==> config.mk <==
export PLATFORM = sky130hd
export DESIGN_NAME = btn_conditioner
export DESIGN_NICKNAME = d
export VERILOG_FILES = /design/src/rtl/btn_pkg.sv /design/src/rtl/btn_debounce_ch.sv /design/src/rtl/btn_conditioner.sv
export SDC_FILE = /design/constraint.sdc
export NUM_CORES = 1
export LEC_CHECK = 0
export CORE_UTILIZATION = 55
export CTS_CLUSTER_SIZE = 28
export DETAILED_ROUTE_END_ITERATION = 12
export PLACE_DENSITY = 0.75
export RECOVER_POWER = 50
export REMOVE_ABC_BUFFERS = 1
export SLEW_MARGIN = 5
export SYNTH_ARGS = -nofsm -noshare
export SYNTH_HDL_FRONTEND = slang
export SYNTH_SLANG_ARGS = --single-unit
==> constraint.sdc <==
create_clock -name clk -period 2.25 [get_ports clk]
set_clock_uncertainty 0.05 [all_clocks]
set_input_delay 0.5625 -clock clk [delete_from_list [all_inputs] [get_ports clk]]
set_output_delay 0.5625 -clock clk [all_outputs]
set_load 0.01 [all_outputs]
==> src/rtl/btn_pkg.sv <==
// Shared types and constants for the push-button conditioning path.
package btn_pkg;

  typedef enum logic [1:0] {IDLE, ARM_P, HELD, ARM_R} db_state_t;

  localparam int DB_CYCLES_DEFAULT = 1_000_000;

  // Debounce counter width; a single bit is kept even for DB_CYCLES of 1 or 2.
  function automatic int cnt_width(input int cycles);
    return ($clog2(cycles) > 1) ? $clog2(cycles) : 1;
  endfunction

endpackage

==> src/rtl/btn_debounce_ch.sv <==
// One button channel: 2-FF synchroniser, debounce FSM with hold counter,
// registered level and single-cycle press strobe.
module btn_debounce_ch
  import btn_pkg::*;
#(
  parameter int DB_CYCLES = DB_CYCLES_DEFAULT
) (
  input  logic clk,
  input  logic R,
  input  logic btn_raw,
  output logic btn_level,
  output logic btn_pulse
);

  localparam int CNT_W = cnt_width(DB_CYCLES);
  localparam logic [CNT_W-1:0] CNT_MAX = CNT_W'(DB_CYCLES - 1);

  logic             sync1_reg;
  logic             sync2_reg;
  db_state_t        state_reg;
  db_state_t        state_next;
  logic [CNT_W-1:0] cnt_reg;
  logic [CNT_W-1:0] cnt_next;
  logic             level_reg;
  logic             level_next;
  logic             pulse_reg;
  logic             pulse_next;
  logic             cnt_done;

  assign cnt_done = (cnt_reg == CNT_MAX);

  always_ff @(posedge clk or posedge R) begin
    if (R) begin
      sync1_reg <= 1'b0;
      sync2_reg <= 1'b0;
      state_reg <= IDLE;
      cnt_reg   <= '0;
      level_reg <= 1'b0;
      pulse_reg <= 1'b0;
    end else begin
      sync1_reg <= btn_raw;
      sync2_reg <= sync1_reg;
      state_reg <= state_next;
      cnt_reg   <= cnt_next;
      level_reg <= level_next;
      pulse_reg <= pulse_next;
    end
  end

  always_comb begin
    state_next = state_reg;
    case (state_reg)
      IDLE:    if (sync2_reg) state_next = ARM_P;
      ARM_P:   if (!sync2_reg) state_next = IDLE;
               else if (cnt_done) state_next = HELD;
      HELD:    if (!sync2_reg) state_next = ARM_R;
      ARM_R:   if (sync2_reg) state_next = HELD;
               else if (cnt_done) state_next = IDLE;
      default: state_next = IDLE;
    endcase
  end

  // Counter restarts on every entry into an ARM state and saturates at CNT_MAX.
  always_comb begin
    cnt_next   = cnt_reg;
    pulse_next = 1'b0;
    case (state_reg)
      IDLE:    if (sync2_reg) cnt_next = '0;
      ARM_P:   if (sync2_reg && !cnt_done) cnt_next = cnt_reg + CNT_W'(1);
      HELD:    if (!sync2_reg) cnt_next = '0;
      ARM_R:   if (!sync2_reg && !cnt_done) cnt_next = cnt_reg + CNT_W'(1);
      default: cnt_next = '0;
    endcase
    if (state_reg == ARM_P && sync2_reg && cnt_done) pulse_next = 1'b1;
    level_next = (state_next == HELD) || (state_next == ARM_R);
  end

  assign btn_level = level_reg;
  assign btn_pulse = pulse_reg;

endmodule

==> src/rtl/btn_conditioner.sv <==
// Conditions raw push-buttons into debounced levels and one-clock press strobes;
// each channel is an independent btn_debounce_ch.
module btn_conditioner
  import btn_pkg::*;
#(
  parameter int N_BTN     = 2,
  parameter int DB_CYCLES = DB_CYCLES_DEFAULT
) (
  input  logic             clk,
  input  logic             R,
  input  logic [N_BTN-1:0] btn_raw,
  output logic [N_BTN-1:0] btn_level,
  output logic [N_BTN-1:0] btn_pulse
);

  for (genvar gi = 0; gi < N_BTN; gi++) begin : g_ch
    btn_debounce_ch #(
      .DB_CYCLES(DB_CYCLES)
    ) u_ch (
      .clk      (clk),
      .R        (R),
      .btn_raw  (btn_raw[gi]),
      .btn_level(btn_level[gi]),
      .btn_pulse(btn_pulse[gi])
    );
  end

endmodule

==> out/results.ini <==
[cells_and_area]
fin_nets = 307
final_util = 0.644
regArea_um2 = 1300
largest_reg_flops = 40
finalInstanceArea_um2 = 3060
multi_input_area_um2 = 1310
nFillCells = 406
diodes = 0
area_growth_pct = 12.0
final_layout_size_suffix_gt1_frac = 0.156
stdcell_count = 369

[outcome]
status = finished clean

[job]
drv_cap = 0

[placed_design]
dpl_cell_area_um2 = 2950
portBuffers = 7
numPlacedInstances = 361
finalWeightedCongestion = 0.852
dp_hpwl_um = 3690

[setup_path]
crit_path_cell_trace = or4b_1 > or4_4 > o21bai_4 > buf_4 > o21ai_0 > o31ai_1
reg2reg_from = g_ch[1].u_ch.cnt_reg[10]
crit_path_start_kind = flop
crit_type = reg2reg
crit_start = g_ch[1].u_ch.cnt_reg[10]
cp_max_fo = 7
r2r_slack_ps = 110
critical_path_arrival_ps = 2310
required_ps = 2420
endpoint_kind = flop
cp_slowest_cell = or4_4
critPathMaxStageDelay_ps = 510

[logic_synthesis]
yosys-top-cells-count = 52 x dfrtp_1, 31 x nand3_1, 26 x nand2_1, 22 x nor2_1
async_flop_share = 1.00
synth_edf_count = 0
yosys_most_used_dff = dfrtp_1
ys_seq_area_frac = 0.476
yosys-top-cells-area = dfrtp_1 48%, nand3_1 5.7%, nand2_1 3.6%
synthCells = 283
synth_top_area_cell = dfrtp_1
yosysWarnings = 0
yosysMostFrequentCell = dfrtp_1
postSynthAreaPerCell_um2 = 9.67
yosysTopAreaCellShare = 0.476
ys_types = 51
syn-cell-area_um2 = 2740
synth_seq_cells = 52

[cts]
cts-root-buf = clkbuf_8
clkSinkCount = 52
htreeDepth = 2
insertion_delay_ps = 310
cts_tree = built
cts_hold_buf = 0
numCtsBuffers = 5
clockBufferDepth = 2
path_clk_slew_ps = 100

[detailed_routing]
wire_per_inst_um = 14.8
drc = 0
vias = 2240
postRouteWirelength_um = 5460
ant_nets = 0
dr.pass1.iters = 4
viasPerCell = 6.07
drtIter0Drc = 154

[min_path]
min_from = g_ch[0].u_ch.sync1_reg
min_path_type = reg2reg

[die]
floorplan.core_area_um2 = 4750
die_y_um = 72.5
ios = 8
die_w_um = 72.5
start_util = 0.576
rows = 25
dieArea_um2 = 5260

[global_routing]
grt_usage = 0.231
grt_max_degree = 53
globalRoute.totalOverflow = 0
grt_pass1_vias = 2092
grt_pass1_wl_um = 9450
antenna_found_initial = 0

[sta]
hold_viol = 0
drv_slew = 0
clock.fmax_mhz = 467
post-route-min-period_ps = 2140
setup_viol = 0
rsz0062_at_grt = false
tightest_slew_ps = 1260
maxSlewHeadroom = 0.159
fin_crit_sh = 0.952
hold_ws_ps = 310

[power]
vdd_drop_max_v = 0.000303
p_leak_nw = 1.30
finalPower_w = 0.00180
power.density_nw_per_um2 = 587

-- placed cells by master (no fill, tap or decap), types with 2 or more instances in the layout --
cell             netlist  final
buf_4                  4     18
dlygate4sd3_1          0      3
mux2_2                 4      4
nor4_1                 2      2
nand2_1               26     26
xor2_1                11     11
o31ai_1               12     12
clkbuf_8               0      6
o21ai_2                7      7
o22ai_1                2      2
nor4b_1                4      4
nor3_1                 6      6
a31oi_1                7      7
or3_1                  2      2
o21ai_0               12     11
clkdlybuf4s50_1        0      4
o41ai_1                2      2
a41oi_1                3      3
and4_1                 3      3
inv_1                  6      5
o21ai_1                2      3
nand4b_1               2      2
ha_1                   2      2
or4_1                  2      2
nand3_1               31     31
and3_1                 6      6
nor2_1                22     22
a21oi_1                8      8
dfrtp_1               52     52
nand2b_1               2      2
xnor2_1                2      2
nand4_1                7      7
and2_1                 4      4
-- worst paths after layout --
path | endpoint | cells past startpoint
worst max-delay path | g_ch[1].u_ch.cnt_reg[5] | 6
worst min-delay path | g_ch[0].u_ch.sync2_reg | 0
worst max register to register | g_ch[1].u_ch.cnt_reg[5] | 6
worst min register to register | g_ch[0].u_ch.sync2_reg | 0
max in group asynchronous | g_ch[0].u_ch.cnt_reg[17] | 3
min in group asynchronous | g_ch[0].u_ch.cnt_reg[14] | 3
-- metal layers --
layer	GRT usage	part of all wire	wire, um	vias to the layer above
li1	-	-	-	1074
met3	0.0458	0.034	188	11
met1	0.281	0.45	2440	1103
met5	0	0	0	-
met4	0.102	0.018	100	0
met2	0.398	0.50	2740	52
-- cells by family after synthesis --
family | count (synthesis) | share of synthesized area
multiplexers | 4 | 0.0165
AND/OR/NAND/NOR | 129 | 0.257
adder cells (fa/ha/maj) | 2 | 0.00914
AO/OA/AOI/OAI | 60 | 0.151
flip-flops | 52 | 0.476
XOR/XNOR | 13 | 0.0416
buffers and inverters | 23 | 0.0489
-- critical path, delay by kind of cell (launching register included) --
family / cells / cell delay (ps)
DFF: 1 / 390
AOI/OAI and AO/OA: 3 / 390
and+or+nand+nor: 2 / 1010
buffers and inverters: 1 / 190
-- stage by stage --
stage | setup slack, ps | setup TNS [ps]
after floorplan | -61.6 | -758
after global placement | 145 | 0
after detailed placement | 105 | 0
after CTS | 95.2 | 0
after global routing | 8.40 | 0
final | 108 | 0
-- repair_timing --
item,CTS,global route
setup endpoints to repair,0,2
setup buffers,0,0
gates resized for setup,0,3
-- layout make-up --
type                    instances  share of cell area
clock buffers                   6              0.0269
inverters                       7             0.00857
repair buffers                 27              0.0723
clock inverters                 2              0.0127
multi-input cells             208               0.428
well taps                      67              0.0274
flip-flops and latches         52               0.425
-- power breakdown --
group	internal, W	switching (W)	leakage, nW	total, W
logic	0.0000440	0.0000770	0.527	0.000121
registers	0.000960	0.0000344	0.708	0.000994
clock network	0.000364	0.000320	0.0614	0.000684
(Power assumes the default switching activity.)
